$ cat src/rtl/alu_pkg.sv
// Shared definitions for the ALU execute stage: ALU control codes, the
// ALUop encodings used by the upstream ALU control decoder, and the
// execute-stage FSM state encoding.
package alu_pkg;

  // 3-bit ALU control codes produced by the ALU control decoder.
  localparam logic [2:0] ALU_AND = 3'b000;
  localparam logic [2:0] ALU_OR  = 3'b001;
  localparam logic [2:0] ALU_ADD = 3'b010;
  localparam logic [2:0] ALU_MUL = 3'b011;
  localparam logic [2:0] ALU_SUB = 3'b110;
  localparam logic [2:0] ALU_SLT = 3'b111;

  // ALUop encodings driven by the main decoder into the ALU control decoder.
  localparam logic [1:0] ALUOP_ADD   = 2'b00;
  localparam logic [1:0] ALUOP_SUB   = 2'b01;
  localparam logic [1:0] ALUOP_FUNCT = 2'b10;

  // EXEC is the cycle in which done is high; MUL covers the multiplier steps.
  typedef enum logic [1:0] {
    ST_IDLE = 2'b00,
    ST_EXEC = 2'b01,
    ST_MUL  = 2'b10
  } state_t;

  // Signed overflow of an add, given the sign bits of a, b and the sum.
  function automatic logic add_ovf(input logic a_msb, input logic b_msb,
                                   input logic s_msb);
    return (a_msb == b_msb) && (s_msb != a_msb);
  endfunction

endpackage

$ cat src/rtl/alu_mul_seq.sv
// Iterative unsigned shift-add multiplier: one multiplier bit per cycle,
// LSB first, WIDTH steps after load. finish is high during the last step and
// product presents the completed 2*WIDTH-bit product in that same cycle.
module alu_mul_seq #(
  parameter int WIDTH = 32
) (
  input  logic               clk,
  input  logic               rst,
  input  logic               load,
  input  logic [WIDTH-1:0]   mcand,
  input  logic [WIDTH-1:0]   mplier,
  output logic               finish,
  output logic [2*WIDTH-1:0] product
);

  localparam int CW = $clog2(WIDTH);

  logic [2*WIDTH-1:0] acc;
  logic [WIDTH-1:0]   mcand_q;
  logic [CW-1:0]      cnt;
  logic               active;
  logic [WIDTH:0]     sum;
  logic [2*WIDTH-1:0] acc_step;

  // One shift-add step: add the multiplicand into the high half when the
  // current multiplier bit (acc[0]) is set, then shift the whole thing right.
  always_comb begin
    sum      = {1'b0, acc[2*WIDTH-1:WIDTH]} + (acc[0] ? {1'b0, mcand_q} : '0);
    acc_step = {sum, acc[WIDTH-1:1]};
    finish   = active && (cnt == CW'(WIDTH - 1));
    product  = acc_step;
  end

  // Accumulator, step counter and activity flag.
  always_ff @(posedge clk) begin
    // NOTE: sequential state is written with non-blocking assignments so every
    // register samples the pre-edge values, independent of statement order.
    if (rst) begin
      acc     <= '0;
      mcand_q <= '0;
      cnt     <= '0;
      active  <= 1'b0;
    end else if (load) begin
      acc     <= {{WIDTH{1'b0}}, mplier};
      mcand_q <= mcand;
      cnt     <= '0;
      active  <= 1'b1;
    end else if (active) begin
      acc <= acc_step;
      cnt <= cnt + CW'(1);
      if (finish) active <= 1'b0;
    end
  end

endmodule

$ cat src/rtl/alu_exec_unit.sv
// ALU execute stage: single-cycle add/sub/and/or/slt with registered result
// and flags, plus an optional iterative multiplier on code 3'b011 built only
// when ALU_MUL_EN is defined. Without ALU_MUL_EN, 3'b011 is illegal and busy
// is constantly 0.
module alu_exec_unit
  import alu_pkg::*;
#(
  parameter int WIDTH = 32
) (
  input  logic             clk,
  input  logic             rst,
  input  logic             start,
  input  logic [2:0]       alu_ctl,
  input  logic [WIDTH-1:0] op_a,
  input  logic [WIDTH-1:0] op_b,
  output logic             busy,
  output logic             done,
  output logic [WIDTH-1:0] result,
  output logic             zero,
  output logic             overflow,
  output logic             illegal
);

  localparam int M = WIDTH - 1;

  state_t           state, state_next;
  logic             accept;
  logic             is_mul;
  logic             mul_load;
  logic [WIDTH-1:0] sum, diff, res_c;
  logic             sub_ovf, ovf_c, ill_c;

`ifdef ALU_MUL_EN
  logic               mul_finish;
  logic [2*WIDTH-1:0] mul_product;

  alu_mul_seq #(.WIDTH(WIDTH)) u_mul (
    .clk     (clk),
    .rst     (rst),
    .load    (mul_load),
    .mcand   (op_a),
    .mplier  (op_b),
    .finish  (mul_finish),
    .product (mul_product)
  );
`endif

  // Single-cycle datapath: result and flags for the code presented with start.
  always_comb begin
    // NOTE: every output of a combinational block gets a default first, so no
    // path through the case leaves a value unassigned and infers a latch.
    sum     = op_a + op_b;
    diff    = op_a - op_b;
    sub_ovf = (op_a[M] != op_b[M]) && (diff[M] != op_a[M]);
    res_c   = '0;
    ovf_c   = 1'b0;
    ill_c   = 1'b0;
    is_mul  = 1'b0;
    case (alu_ctl)
      ALU_ADD: begin
        res_c = sum;
        ovf_c = add_ovf(op_a[M], op_b[M], sum[M]);
      end
      ALU_SUB: begin
        res_c = diff;
        ovf_c = sub_ovf;
      end
      ALU_AND: res_c = op_a & op_b;
      ALU_OR:  res_c = op_a | op_b;
      ALU_SLT: res_c = {{(WIDTH-1){1'b0}}, diff[M] ^ sub_ovf};
`ifdef ALU_MUL_EN
      ALU_MUL: is_mul = 1'b1;
`endif
      default: ill_c = 1'b1;
    endcase
  end

  // A new request is taken whenever the multiplier is not running, including
  // the done cycle, which gives back-to-back single-cycle throughput.
  assign accept = start && (state != ST_MUL);

  // Next-state logic and multiplier load strobe.
  always_comb begin
    state_next = state;
    mul_load   = 1'b0;
    case (state)
      ST_IDLE, ST_EXEC: begin
        if (start) begin
          state_next = is_mul ? ST_MUL : ST_EXEC;
          mul_load   = is_mul;
        end else begin
          state_next = ST_IDLE;
        end
      end
`ifdef ALU_MUL_EN
      ST_MUL: if (mul_finish) state_next = ST_EXEC;
`endif
      default: state_next = ST_IDLE;
    endcase
  end

  // State register.
  always_ff @(posedge clk) begin
    if (rst) state <= ST_IDLE;
    else     state <= state_next;
  end

  // Result and flag registers; they only change when an operation completes.
  always_ff @(posedge clk) begin
    if (rst) begin
      result   <= '0;
      zero     <= 1'b1;
      overflow <= 1'b0;
      illegal  <= 1'b0;
    end else if (accept && !is_mul) begin
      result   <= res_c;
      zero     <= (res_c == '0);
      overflow <= ovf_c;
      illegal  <= ill_c;
    end
`ifdef ALU_MUL_EN
    else if (state == ST_MUL && mul_finish) begin
      result   <= mul_product[WIDTH-1:0];
      zero     <= (mul_product[WIDTH-1:0] == '0);
      overflow <= |mul_product[2*WIDTH-1:WIDTH];
      illegal  <= 1'b0;
    end
`endif
  end

  assign done = (state == ST_EXEC);
`ifdef ALU_MUL_EN
  assign busy = (state == ST_MUL);
`else
  assign busy = 1'b0;
`endif

endmodule

$ cat config.mk
export PLATFORM = sky130hd
export DESIGN_NAME = alu_exec_unit
export DESIGN_NICKNAME = d
export VERILOG_FILES = /design/src/rtl/alu_pkg.sv /design/src/rtl/alu_mul_seq.sv /design/src/rtl/alu_exec_unit.sv
export SDC_FILE = /design/constraint.sdc
export NUM_CORES = 1
export LEC_CHECK = 0
export BUFFER_PORTS_ARGS = -buffer_cell sky130_fd_sc_hd__buf_4
export CORE_AREA = 2 2 153 110
export CTS_CLUSTER_SIZE = 16
export DETAILED_ROUTE_END_ITERATION = 8
export DIE_AREA = 0 0 155 112
export GPL_TIMING_DRIVEN = 0
export PLACE_DENSITY_LB_ADDON = 0.12
export SLEW_MARGIN = 20
export SYNTH_ARGS = -nofsm -noshare
export SYNTH_HDL_FRONTEND = slang
export SYNTH_SLANG_ARGS = --single-unit
$ cat constraint.sdc
create_clock -name clk -period 13.15 [get_ports clk]
set_input_delay 1.315 -clock clk [delete_from_list [all_inputs] [get_ports clk]]
set_output_delay 1.315 -clock clk [all_outputs]
set_load 0.05 [all_outputs]
# [Yosys cells after proc, flatten, opt, wreduce, memory -nomap -nowiden]
# Cells that the tools add are included.
[op_classes] n_bitwise=4 n_mux=4 reduce_logical=9 eq_ne=10 n_addsub=2
[ops] cell="$pmux 32 s5" count=1
[ops] cell="$add 32x32->32" count=1
[ops] cell="$and 32x32->32" count=1
[ops] cell="$logic_not 32->1" count=1
[ops] cell="$or 32x32->32" count=1
[ops] cell="$sub 32x32->32" count=1
[ops] cell="$eq 3x3->1 const B" count=2
[ops] cell="$reduce_or 5->1" count=1
[ops] cell="$reduce_or 2->1" count=2
[ops] cell="$eq 3x1->1 const B" count=1
[ops] cell="$eq 3x2->1 const B" count=1
[ops] cell="$logic_and 1x1->1" count=3
[ops] cell="$logic_not 3->1" count=1
[ops] cell="$ne 1x1->1" count=3
[ops] cell="$eq 2x1->1 const B" count=1
[ops] cell="$logic_not 2->1" count=1
[ops] cell="$mux 1" count=2
[ops] cell="$ne 2x2->1 const B" count=1
[ops] cell="$pmux 1 s2" count=1
[ops] cell="$eq 1x1->1" count=1
[ops] cell="$not 1->1" count=1
[ops] cell="$xor 1x1->1" count=1
[totals] output_inout_bits=37 elab_cells=34 in_bits=70 regBits=37

# [Logic depth before layout (Yosys ltp)]
# Gate-level depths: netlist of run 1.
[depth] word_depth=6 ltp_mapped=25 ltp_nobuf=24

# [Worst setup path before layout of run 1]
# No wires, ideal clock.
[synth_path] path_kind="input-to-reg" start="input op_a[11]" end="register zero" stages=25 path_buffers=1 required_ns=13.091 t_arrival_ns=5.114 setup_time_ns=0.059 setup_slack_ns=7.977 cell_sequence="inv_1 ha_1 buf_6 or4_1 nand2b_1 a211oi_2 nor2_1 a21oi_1 a211oi_1 nor2_1 nor2_1 nor2_1 nor2_1 fa_1 nand4_1 o21ai_0 a21oi_1 nand3_1 nor3_1 and4_1 nand4_1 nor4_1 nand4_1 nor4_1 a31o_1"
[synth_between] elab_chain_cells=6 elab_cells_between_ends=9 cone_classes="2 x add/sub; 1 x eq/ne; 1 x mux; 3 x bitwise; 2 x reduce/logical"
[synth_rtl] item="start: declaration" line="alu_exec_unit.sv:14" rtl="input logic [WIDTH-1:0] op_a,"
[synth_rtl] item="$sub 32x32->32" line="alu_exec_unit.sv:53" rtl="diff = op_a - op_b;"
[synth_rtl] item="$ne 1x1->1" line="alu_exec_unit.sv:54" rtl="sub_ovf = (op_a[M] != op_b[M]) && (diff[M] != op_a[M]);"
[synth_rtl] item="$logic_and 1x1->1" line="alu_exec_unit.sv:54"
[synth_rtl] item="$xor 1x1->1" line="alu_exec_unit.sv:70" rtl="ALU_SLT: res_c = {{(WIDTH-1){1'b0}}, diff[M] ^ sub_ovf};"
[synth_rtl] item="$pmux 32 s5 *" line="alu_exec_unit.sv:59" rtl="case (alu_ctl)"
[synth_rtl] item="$logic_not 32->1 *" line="alu_exec_unit.sv:117" rtl="zero <= (res_c == '0);"
[synth_rtl] item="end signal: assignment" line="alu_exec_unit.sv:117"
[synth_rtl] item="end: declaration" line="alu_exec_unit.sv:19" rtl="output logic zero,"
# Mark *: on every way between the ends. The rest lies on a longest branch, timed or not.
# A chain may end at the register's enable or synchronous reset.

# [Worst setup path after layout of run 1]
# Ends and elaborated chain as after synthesis.

==> impl_results.md, run 1 <==
* First-pass GRT wire length at 34,200 um
* Finished Cell Area at 7470 um^2
* Max capacitance violation total at 0
* Total CTS buffers at 5
* Largest net degree at the start of global routing at 12
* Synth area leader: ha_1
* Syn_area_per_cell at 7.14 um^2
* Post-synthesis cell type count at 76
* Vias in the first global route at 6,175
* Clock buffer depth at 2
* Mapped Cells at 880
* Yosys top cell area share at 0.209
* Num rows at 39
* Fin crit share at 0.478
* Worst Path Buf+Inv at 3
* GR Overflow Total at 0
* Largest family of logic cells by synthesized area: compound AO/OA/AOI/OAI gates
* Starting Density at 0.394
* Xor and xnor area share after synthesis at 0.0404
* R2R depth at 2
* Layout cells sized above 1 at 0.151
* Worst EP required at 13,380 ps
* Worst-Margin Slew at 905 ps
* Ys Warns at 0
* Arr. time, crit path at 6520 ps
* Total track usage at 0.249
* Async SR Flop Fraction at 0
* Top cells by area, synth: ha_1, dfxtp_1, inv_1
* Final Routed Wirelength at 22,200 um
* Slowest cell on crit path: or4_1
* Post-synthesis mux area share at 0.0370
* Most frequent cell on the critical path: nor2_1
* Fin. Hold Viols at 0
* Pwr dens at 75.2 nW/um^2
* DRT Pass-1 Iters at 5
* Synth Area in Compound Gates at 0.279
* Clock transition at path regs at 60 ps
* Status: completed
* Hold Path Class: register to register
* Sw Share at 0.435
* Final setup fails at 0
* Worst setup path endpoint: zero$_SDFFE_PP1P_
* Clk pwr share at 0.238
* Antenna violations before repair at 0
* Final Non-Filler Cells at 1,195
* Worst Setup Start Kind: input port
* Seq/Total Area, Yosys at 0.115
* P&R area growth vs syn at 18.9%
* Worst rel slew slack at 0.387
* I/O pins at 107
* Dpl cell area at 7300 um^2
* Hpwl dp at 18,000 um
* Static Leak at 3.50 nW
* Sequential power share at 0.218
* Pint at 317 uW
* RSZ-0062 raised after global routing: false
* Top-count cell post-synth: ha_1
* Min Tclk post-route at 6290 ps
* Post-CTS sizing at 0
* Top cells by count, synth: ha_1, inv_1, nor2_1
* DR vias at 6,826
* Peak VDD IR at 0.0531 mV
* H-tree level count at 2
* Die width at 155 um
* DRC Markers at 0
* Synth Cell Area at 6280 um^2
* Crit path max-delay family: simple AND/OR/NAND/NOR gates
* Final worst slack at 6860 ps
* Capturing point of the worst reg2reg path: result[13]$_SDFFE_PP0P_
* Antenna-violating nets left at 0
* Post-synth EDFFs at 0
* Drt wl/cell at 18.6 um
* Setup_tns at 0 ps
* Dpl cells at 1,187
* DRT iter0 DRCs at 746
* P_sw at 244 uW
* Synth Flop Type: dfxtp_1
* Synth Area in Adders at 0.219
* N_diodes at 0
* Flop and latch count out of synthesis at 36
* Vias per cell at 5.71
* Nets at 1,167
* Die area at 17,400 um^2
* R2r startpoint: result[13]$_SDFFE_PP0P_
* CTS Hold Bufs at 0
* Clock Sinks at 36
* Simple-gate share of the synthesized area at 0.209
* CP max FO at 10
* CP endpoint kind: register
* Combinational power share at 0.544
* Port Buffers at 102
* CP Launch Point: op_a[11]
* CTS tree: done
* FF-to-FF setup slack at 12,320 ps
* Peak Freq at 159 MHz
* Slew Limit Fails at 0
* Pre-CTS WS at 6690 ps
* Crit path depth at 26
* Die Ht at 112 um
* Core ar. at 16,000 um^2
* Clock root buffer: clkbuf_16
* Net Count, Synth at 1,058
* Setup Fix Bufs, Post-CTS at 0
* CP max stage delay at 540 ps
* Clock skew at 0 ps
* Worst setup path class: input port to register
* Final GP Congestion at 0.949
* Clock Latency Late Sink at 280 ps
-- power groups by stage --
stage / clock network (mW) / registers [mW] / logic, mW
floorplan: 0 / 0.149 / 0.179
global placement: 0 / 0.124 / 0.298
detailed placement: 0 / 0.124 / 0.299
CTS: 0.134 / 0.122 / 0.300
global route: 0.139 / 0.123 / 0.332
finish: 0.134 / 0.122 / 0.306
-- metal layers --
layer / vias up / share of wire / track usage
met5: - / 0 / 0
met4: 0 / 0.0090 / 0.0327
met3: 22 / 0.10 / 0.0525
met2: 308 / 0.38 / 0.337
met1: 3155 / 0.51 / 0.402
li1: 3341 / - / -
-- how the worst min path moves through the flow --
stage / from / endpoint / slack (ps) / cells past startpoint
final: result[23]$_SDFFE_PP0P_ / result[23]$_SDFFE_PP0P_ / 460 / 2
after global routing: result[23]$_SDFFE_PP0P_ / result[23]$_SDFFE_PP0P_ / 490 / 2
after CTS: result[23]$_SDFFE_PP0P_ / result[23]$_SDFFE_PP0P_ / 470 / 2
after detailed placement: result[23]$_SDFFE_PP0P_ / result[23]$_SDFFE_PP0P_ / 460 / 2
after global placement: result[23]$_SDFFE_PP0P_ / result[23]$_SDFFE_PP0P_ / 450 / 2
after floorplan: result[17]$_SDFFE_PP0P_ / result[17]$_SDFFE_PP0P_ / 690 / 2
-- tightest hold or removal path, cell delays in order (launching register included) --
cell and delay, ps:
dfxtp_1 310, nand2_1 60, a21oi_1 50
-- cell type report --
class | instances | area, um^2
Fill cell | 1701 | 8490
Tap cell | 205 | 256
Inverter | 96 | 360
Sequential cell | 36 | 721
Timing Repair Buffer | 102 | 766
Buffer | 59 | 273
Clock inverter | 2 | 35.0
Clock buffer | 6 | 129
Multi-Input combinational cell | 689 | 4930
-- layout by cell type (no fill, tap or decap), drive strengths merged, types with 13 or more instances in the layout --
master | netlist | layout
nor2b | 14 | 14
nor3 | 27 | 27
o21ai | 48 | 48
nand3 | 20 | 20
a211oi | 33 | 33
xnor2 | 22 | 22
nand2 | 63 | 63
buf | 25 | 127
inv | 96 | 96
mux2i | 21 | 21
nor2 | 86 | 86
o211ai | 13 | 13
clkbuf | 34 | 40
ha | 105 | 105
a21oi | 67 | 67
dfxtp | 36 | 36
-- through the flow --
stage | utilization | hold WS [ps] | power [mW]
after floorplan | - | 686 | 0.328
after global placement | 0.458 | 454 | 0.423
after global routing | 0.468 | 493 | 0.594
after detailed placement | 0.458 | 459 | 0.423
after CTS | 0.468 | 466 | 0.556
final | 0.468 | 465 | 0.562
-- state kept, by name, summed over array words and instances (netlist names) --
signal	count
illegal	1
overflow	1
result	32
state	1
zero	1
-- kinds of logic (layout without fill, tap and decap cells) --
| logic type | after synthesis | count (layout) |
|---|---|---|
| buffers and inverters | 155 | 265 |
| muxes | 23 | 23 |
| xor gates and xnor gates | 29 | 29 |
| DFF | 36 | 36 |
| AOI/OAI and AO/OA | 256 | 256 |
| adders and majority gates | 108 | 108 |
| and+or+nand+nor | 272 | 272 |
| other | 1 | 1 |
No activity file was read; power rests on OpenSTA's default activity.
==> run 2: changes to the inputs <==
--- a/config.mk
+++ b/config.mk
@@ -5,11 +5,12 @@
 export SDC_FILE = /design/constraint.sdc
 export NUM_CORES = 1
 export LEC_CHECK = 0
+export ABC_AREA = 1
 export BUFFER_PORTS_ARGS = -buffer_cell sky130_fd_sc_hd__buf_4
-export CORE_AREA = 2 2 153 110
+export CORE_AREA = 2 2 168 121
 export CTS_CLUSTER_SIZE = 16
 export DETAILED_ROUTE_END_ITERATION = 8
-export DIE_AREA = 0 0 155 112
+export DIE_AREA = 0 0 170 123
 export GPL_TIMING_DRIVEN = 0
 export PLACE_DENSITY_LB_ADDON = 0.12
 export SLEW_MARGIN = 20
==> constraint.sdc (replaced) <==
create_clock -name clk -period 6.26 [get_ports clk]
set_input_delay 0.626 -clock clk [delete_from_list [all_inputs] [get_ports clk]]
set_output_delay 0.626 -clock clk [all_outputs]
set_load 0.05 [all_outputs]
==> impl_results.md, run 2 <==
* Status: completed (unchanged)
* Crit path depth at 28 (was 26)
* Total CTS buffers at 5 (unchanged)
* Post-synth EDFFs at 0 (unchanged)
* Worst-Margin Slew at 872 ps (was 905 ps)
* Met1 usage at 0.424 (was 0.402)
* Dpl cell area at 8670 um^2 (was 7300 um^2)
* Largest net degree at the start of global routing at 12 (unchanged)
* Clock skew at 0 ps (unchanged)
* Clock transition at path regs at 50 ps (was 60 ps)
* Most frequent cells in the layout: nand2_1, inv_1, nand3_1 (was buf_4, ha_1, inv_1)
* Fin. Hold Viols at 0 (unchanged)
* Starting Density at 0.391 (was 0.394)
* Synth Flop Type: dfxtp_1 (unchanged)
* Most frequent cell on the critical path: nand2_1 (was nor2_1)
* Net Count, Synth at 1,559 (was 1,058)
* Post-synthesis cell type count at 42 (was 76)
* Peak VDD IR at 0.0968 mV (was 0.0531 mV)
* Peak Freq at 243 MHz
* RSZ-0062 raised after global routing: false (unchanged)
* Hpwl dp at 24,700 um (was 18,000 um)
* DRT Pass-1 Iters at 5 (unchanged)
* N_diodes at 0 (unchanged)
* Die area at 20,900 um^2 (was 17,400 um^2)
* Core ar. at 19,400 um^2 (was 16,000 um^2)
* Clock Latency Late Sink at 270 ps (was 280 ps)
* Top cells by area, synth: nand2_1, ha_1, inv_1 (was ha_1, dfxtp_1, inv_1)
* Met3 Usage GRT at 0.0643 (was 0.0525)
* Layout cells sized above 1 at 0.117 (was 0.151)
* Antenna-violating nets left at 0 (unchanged)
* Reg with most FFs: result (unchanged)
* CP max FO at 10 (unchanged)
* Clock buffer depth at 2 (unchanged)
* Crit path max-delay family: simple AND/OR/NAND/NOR gates (unchanged)
* Reg area at 721 um^2 (unchanged)
* Worst rel slew slack at 0.419 (was 0.387)
* CTS Hold Bufs at 0 (unchanged)
* Top Usage Layer GRT: met1 (unchanged)
* Capturing point of the worst reg2reg path: result[13]$_SDFFE_PP0P_ (unchanged)
* Final setup fails at 0 (unchanged)
* Die width at 170 um (was 155 um)
* CP Launch Point: op_a[16] (was op_a[11])
* Antenna violations before repair at 0 (unchanged)
* Vias per cell at 5.06 (was 5.71)
* Ys Warns at 0 (unchanged)
* Setup_tns at 0 ps (unchanged)
* Setup Fix Bufs, Post-CTS at 0 (unchanged)
* Clock root buffer: clkbuf_16 (unchanged)
* Dpl cells at 1,733 (was 1,187)
* Most common cell after layout, fill and taps aside: nand2_1
* Worst EP required at 6480 ps (was 13,380 ps)
* CTS tree: done (unchanged)
* Final Util at 0.455 (was 0.468)
* Port Buffers at 105 (was 102)
* Top-count cell post-synth: nand2_1 (was ha_1)
* Async SR Flop Fraction at 0 (unchanged)
* Multi-input logic area at 5510 um^2 (was 4930 um^2)
* Syn_area_per_cell at 5.48 um^2 (was 7.14 um^2)
* H-tree level count at 2 (unchanged)
* Worst setup path class: input port to register (unchanged)
* Yosys top cell area share at 0.208 (was 0.209)
* R2R depth at 1 (was 2)
* Post-CTS sizing at 0 (unchanged)
* Worst setup path endpoint: zero$_SDFFE_PP1P_ (unchanged)
* Vias in the first global route at 7,919 (was 6,175)
* Min Tclk post-route at 4120 ps
* Clock Sinks at 36 (unchanged)
* Static Leak at 5.14 nW (was 3.50 nW)
* FF-to-FF setup slack at 5620 ps (was 12,320 ps)
* Arr. time, crit path at 4340 ps (was 6520 ps)
* Worst Path Buf+Inv at 4 (was 3)
* Pwr dens at 138 nW/um^2 (was 75.2 nW/um^2)
* Final GP Congestion at 0.961 (was 0.949)
* Synth area leader: nand2_1 (was ha_1)
* Die Ht at 123 um (was 112 um)
* Nets at 1,671 (was 1,167)
* CP max stage delay at 470 ps (was 540 ps)
* R2r startpoint: result[13]$_SDFFE_PP0P_ (unchanged)
* Slowest cell on crit path: o21ai_0 (was or4_1)
* Number of fill cells in the layout at 2,165 (was 1,701)
* P&R area growth vs syn at 16.5% (was 18.9%)
* CP endpoint kind: register (unchanged)
* Seq/Total Area, Yosys at 0.0952 (was 0.115)
* Fin crit share at 0.658
* Max capacitance violation total at 0 (unchanged)
* Synth Cell Area at 7570 um^2 (was 6280 um^2)
* DR vias at 8,807 (was 6,826)
* GR Overflow Total at 0 (unchanged)
* Slew Limit Fails at 0 (unchanged)
* Num rows at 43 (was 39)
* DRT iter0 DRCs at 936 (was 746)
* Final Non-Filler Cells at 1,741 (was 1,195)
* Finished Cell Area at 8820 um^2 (was 7470 um^2)
* Top cells by count, synth: nand2_1, inv_1, nand3_1 (was ha_1, inv_1, nor2_1)
* Routing usage on met2 at 0.377 (was 0.337)
* Flop and latch count out of synthesis at 36 (unchanged)
* Drt wl/cell at 16.3 um (was 18.6 um)
* Total track usage at 0.271 (was 0.249)
* DRC Markers at 0 (unchanged)
* Mapped Cells at 1,381 (was 880)
* Worst Setup Start Kind: input port (unchanged)
* First-pass GRT wire length at 43,400 um (was 34,200 um)
* I/O pins at 107 (unchanged)
* Hold Path Class: register to register (unchanged)
* Max FFs per register at 32 (unchanged)
* Final Routed Wirelength at 28,300 um (was 22,200 um)
run 2: cell count changes after synthesis, moves of 14 or more:
cell / change
nand2_1: +357
inv_1: +189
nand3_1: +120
nor2_1: +47
a211oi_1: -30
clkbuf_1: -26
mux2i_1: -21
xnor2_1: -21
a22o_1: +19
nor2b_1: -14
run 2: worst min-delay path by stage:
stage / to / start / cells after the start
2_1_floorplan: overflow$_SDFFE_PP0P_ / overflow$_SDFFE_PP0P_ / 2
5_1_grt: zero$_SDFFE_PP1P_ / zero$_SDFFE_PP1P_ / 2
3_3_place_gp: result[2]$_SDFFE_PP0P_ / result[2]$_SDFFE_PP0P_ / 2
6_report: zero$_SDFFE_PP1P_ / zero$_SDFFE_PP1P_ / 2
3_5_place_dp: result[0]$_SDFFE_PP0P_ / result[0]$_SDFFE_PP0P_ / 2
4_1_cts: overflow$_SDFFE_PP0P_ / overflow$_SDFFE_PP0P_ / 2
run 2: power breakdown:
part | leakage (nW) | internal, mW | switching [mW]
logic | 4.78 | 0.227 | 0.490
clock network | 0.0701 | 0.158 | 0.0858
registers | 0.294 | 0.243 | 0.00848
total | 5.14 | 0.628 | 0.584
run 2: per-stage QoR:
| step | hold slack (ps) | power, mW | worst slack (ps) |
|---|---|---|---|
| after floorplan | 676 | 0.724 | 2920 |
| after detailed placement | 456 | 0.955 | 1920 |
| after global placement | 451 | 0.953 | 1910 |
| after global routing | 493 | 1.30 | 1740 |
| final | 470 | 1.21 | 2140 |
| after CTS | 468 | 1.20 | 2180 |
run 2: kinds of logic (layout without fill, tap and decap cells):
kind of cell               Yosys count  after routing  share of synthesized area
AOI/OAI and AO/OA                  146            146                      0.116
xor gates and xnor gates             2              2                    0.00231
adders and majority gates          108            108                      0.181
buffers and inverters              327            440                      0.177
DFF                                 36             36                     0.0952
other                                1              1                   0.000495
and+or+nand+nor                    761            761                      0.428
run 2: tightest hold or removal path, stage by stage, from the launching register on:
cell,delay [ps]
dfxtp_1,330
a21oi_1,70
nand2_1,50
run 2: cell type report:
class	count	share of cell area
buffer	37	0.0285
clock buffer	7	0.0162
clock inverter	1	0.000851
inverter	290	0.123
multi-input combinational	1018	0.625
sequential	36	0.0817
tap	247	0.0351
timing repair buffer	105	0.0894
run 2: metal layers:
| metal | up-vias | part of all wire |
|---|---|---|
| li1 | 4502 | - |
| met5 | - | 0 |
| met4 | 0 | 0.0077 |
| met2 | 403 | 0.36 |
| met3 | 16 | 0.11 |
| met1 | 3886 | 0.52 |
==> run 3: changes to the inputs <==
--- a/config.mk
+++ b/config.mk
@@ -5,12 +5,12 @@
 export SDC_FILE = /design/constraint.sdc
 export NUM_CORES = 1
 export LEC_CHECK = 0
-export ABC_AREA = 1
+export ABC_AREA = 0
 export BUFFER_PORTS_ARGS = -buffer_cell sky130_fd_sc_hd__buf_4
-export CORE_AREA = 2 2 168 121
+export CORE_AREA = 2 2 153 110
 export CTS_CLUSTER_SIZE = 16
 export DETAILED_ROUTE_END_ITERATION = 8
-export DIE_AREA = 0 0 170 123
+export DIE_AREA = 0 0 155 112
 export GPL_TIMING_DRIVEN = 0
 export PLACE_DENSITY_LB_ADDON = 0.12
 export SLEW_MARGIN = 20
==> constraint.sdc (replaced) <==
create_clock -name clk -period 4.2 [get_ports clk]
set_input_delay 0.42 -clock clk [delete_from_list [all_inputs] [get_ports clk]]
set_output_delay 0.42 -clock clk [all_outputs]
set_load 0.05 [all_outputs]
==> impl_results.md, run 3 (synthesis results as in run 1) <==
* H-tree level count at 2 (unchanged)
* N_diodes at 0 (unchanged)
* Clock skew at 0 ps (unchanged)
* Capturing point of the worst reg2reg path: result[13]$_SDFFE_PP0P_ (unchanged)
* Final worst slack at -132 ps (was 2140 ps)
* Min Tclk post-route at 4330 ps
* Vias in the first global route at 6,261 (was 7,919)
* Static Leak at 3.56 nW (was 5.14 nW)
* DRT iter0 DRCs at 817 (was 936)
* Core ar. at 16,000 um^2 (was 19,400 um^2)
* Largest net degree at the start of global routing at 12 (unchanged)
* Hold Crit Start: result[19]$_SDFFE_PP0P_ (was zero$_SDFFE_PP1P_)
* Port Buffers at 102 (was 105)
* Drt wl/cell at 18.9 um (was 16.3 um)
* Status: complete, but fails checks (was completed)
* I/O pins at 107 (unchanged)
* Peak Freq at 231 MHz
* Hpwl dp at 18,000 um (was 24,700 um)
* Worst EP required at 4430 ps (was 6480 ps)
* Clock Sinks at 36 (unchanged)
* R2r startpoint: result[13]$_SDFFE_PP0P_ (unchanged)
* CP endpoint kind: register (unchanged)
* Most frequent cells in the layout: buf_4, ha_1, inv_1 (was nand2_1, inv_1, nand3_1)
* Pwr dens at 228 nW/um^2 (was 138 nW/um^2)
* Antenna-violating nets left at 0 (unchanged)
* RSZ-0062 raised after global routing: true (was false)
* Arr. time, crit path at 4560 ps (was 4340 ps)
* Worst setup path class: input port to register (unchanged)
* Total track usage at 0.255 (was 0.271)
* Hold Path Class: register to register (unchanged)
* Clock transition at path regs at 50 ps (about the same)
* DRC Markers at 0 (unchanged)
* Nets at 1,175 (was 1,671)
* First-pass GRT wire length at 35,400 um (was 43,400 um)
* DRT Pass-1 Iters at 5 (unchanged)
* Reg with most FFs: result (unchanged)
* Antenna violations before repair at 0 (unchanged)
* Vias per cell at 5.78 (was 5.06)
* Hold endpoint: result[19]$_SDFFE_PP0P_ (was zero$_SDFFE_PP1P_)
* Clock buffer depth at 2 (unchanged)
* Peak VDD IR at 0.135 mV (was 0.0968 mV)
* Violated checks: setup timing
* Worst rel slew slack at 0.432 (was 0.419)
* Worst Setup Start Kind: input port (unchanged)
* CP max stage delay at 560 ps (was 470 ps)
* Clock Latency Late Sink at 280 ps (was 270 ps)
* Starting Density at 0.394 (was 0.391)
* Die width at 155 um (was 170 um)
* Clock root buffer: clkbuf_16 (unchanged)
* Final setup fails at 1 (was 0)
* Final Routed Wirelength at 22,800 um (was 28,300 um)
* Final GP Congestion at 0.918 (was 0.961)
* Slowest cell on crit path: or4_4 (was o21ai_0)
* CTS tree: done (unchanged)
* Max FFs per register at 32 (unchanged)
* CTS Hold Bufs at 0 (unchanged)
* Die area at 17,400 um^2 (was 20,900 um^2)
* Num rows at 39 (was 43)
* Fin crit share at 1.03
* Finished Cell Area at 7770 um^2 (was 8820 um^2)
* Dpl cell area at 7310 um^2 (was 8670 um^2)
* CP max FO at 4 (was 10)
* Most common cell after layout, fill and taps aside: buf_4 (was nand2_1)
* FF-to-FF setup slack at 3380 ps (was 5620 ps)
* Max capacitance violation total at 0 (unchanged)
* DR vias at 6,952 (was 8,807)
* R2R depth at 2 (was 1)
* Hold_ws at 476 ps (was 470 ps)
* Hold path cells at 2 (unchanged)
* GR Overflow Total at 0 (unchanged)
* Layout cells sized above 1 at 0.191 (was 0.117)
* P&R area growth vs syn at 23.7% (was 16.5%)
* Total CTS buffers at 5 (unchanged)
* Die Ht at 112 um (was 123 um)
* Slew Limit Fails at 0 (unchanged)
* Fin. Hold Viols at 0 (unchanged)
* Worst-Margin Slew at 852 ps (was 872 ps)
-- run 3: cell count changes in the layout (fill, tap and decap cells not counted), moves of 11 or more --
cell and change:
nand2_1 -357, inv_1 -197, nand3_1 -120, nor2_1 -51
a211oi_1 +29, clkbuf_1 +24, mux2i_1 +21, xnor2_1 +21
a22o_1 -19, nor2b_1 +12, o211ai_1 +12, nor3_1 +11
-- run 3: worst max-delay path: cells and delay by family --
family / cells / cell delay, ps
fa+ha+maj: 2 / 540
buf+inv: 3 / 300
compound gates: 6 / 850
simple gates: 15 / 2450
-- run 3: timing repair --
item | in CTS | in global routing
buffers inserted | 8 | 3
endpoints found under the setup margin | 1 | 2
resized for setup | 45 | 11
pin swaps | 20 | 17
-- run 3: worst max-delay path by stage --
stage	start	slack, ps	end	cells past startpoint
final	op_b[14]	-130	zero$_SDFFE_PP1P_	26
after global routing	op_b[12]	-360	zero$_SDFFE_PP1P_	26
after detailed placement	op_a[11]	-1040	zero$_SDFFE_PP1P_	26
after global placement	op_a[11]	-1040	zero$_SDFFE_PP1P_	26
after floorplan	op_a[11]	60	zero$_SDFFE_PP1P_	25
after CTS	op_b[14]	-350	zero$_SDFFE_PP1P_	26
-- run 3: final cells by class --
type | count | area [um^2]
plain buffers | 56 | 264
clock inverters | 1 | 7.51
fillers | 1695 | 8180
clock buffers | 7 | 143
inverters | 96 | 375
multi-input cells | 689 | 5120
flip-flops and latches | 36 | 721
well taps | 205 | 256
repair buffers | 113 | 882
-- run 3: routing by layer --
layer / track usage / part of all wire / wire, um / vias to the layer above
met5: 0 / 0 / 0 / -
met4: 0.0222 / 0.0064 / 146 / 0
met3: 0.0385 / 0.11 / 2400 / 14
met2: 0.349 / 0.38 / 8750 / 337
met1: 0.422 / 0.50 / 11500 / 3253
li1: - / - / - / 3348
-- run 3: per-stage QoR --
step	std cells	util	total power [mW]	setup slack (ps)	setup TNS, ps
after floorplan	880	-	1.03	57.9	0
after global placement	1187	0.458	1.32	-1040	-1040
after detailed placement	1187	0.458	1.32	-1040	-1040
after CTS	1203	0.484	1.74	-349	-349
after global routing	1203	0.487	1.88	-358	-358
final	1203	0.487	1.77	-132	-132
-- run 3: power by group --
| group | switching, mW | total, mW | internal (mW) |
|---|---|---|---|
| clock | 0.143 | 0.379 | 0.236 |
| combinational | 0.635 | 1.01 | 0.376 |
| sequential | 0.0170 | 0.383 | 0.366 |
| total | 0.794 | 1.77 | 0.978 |
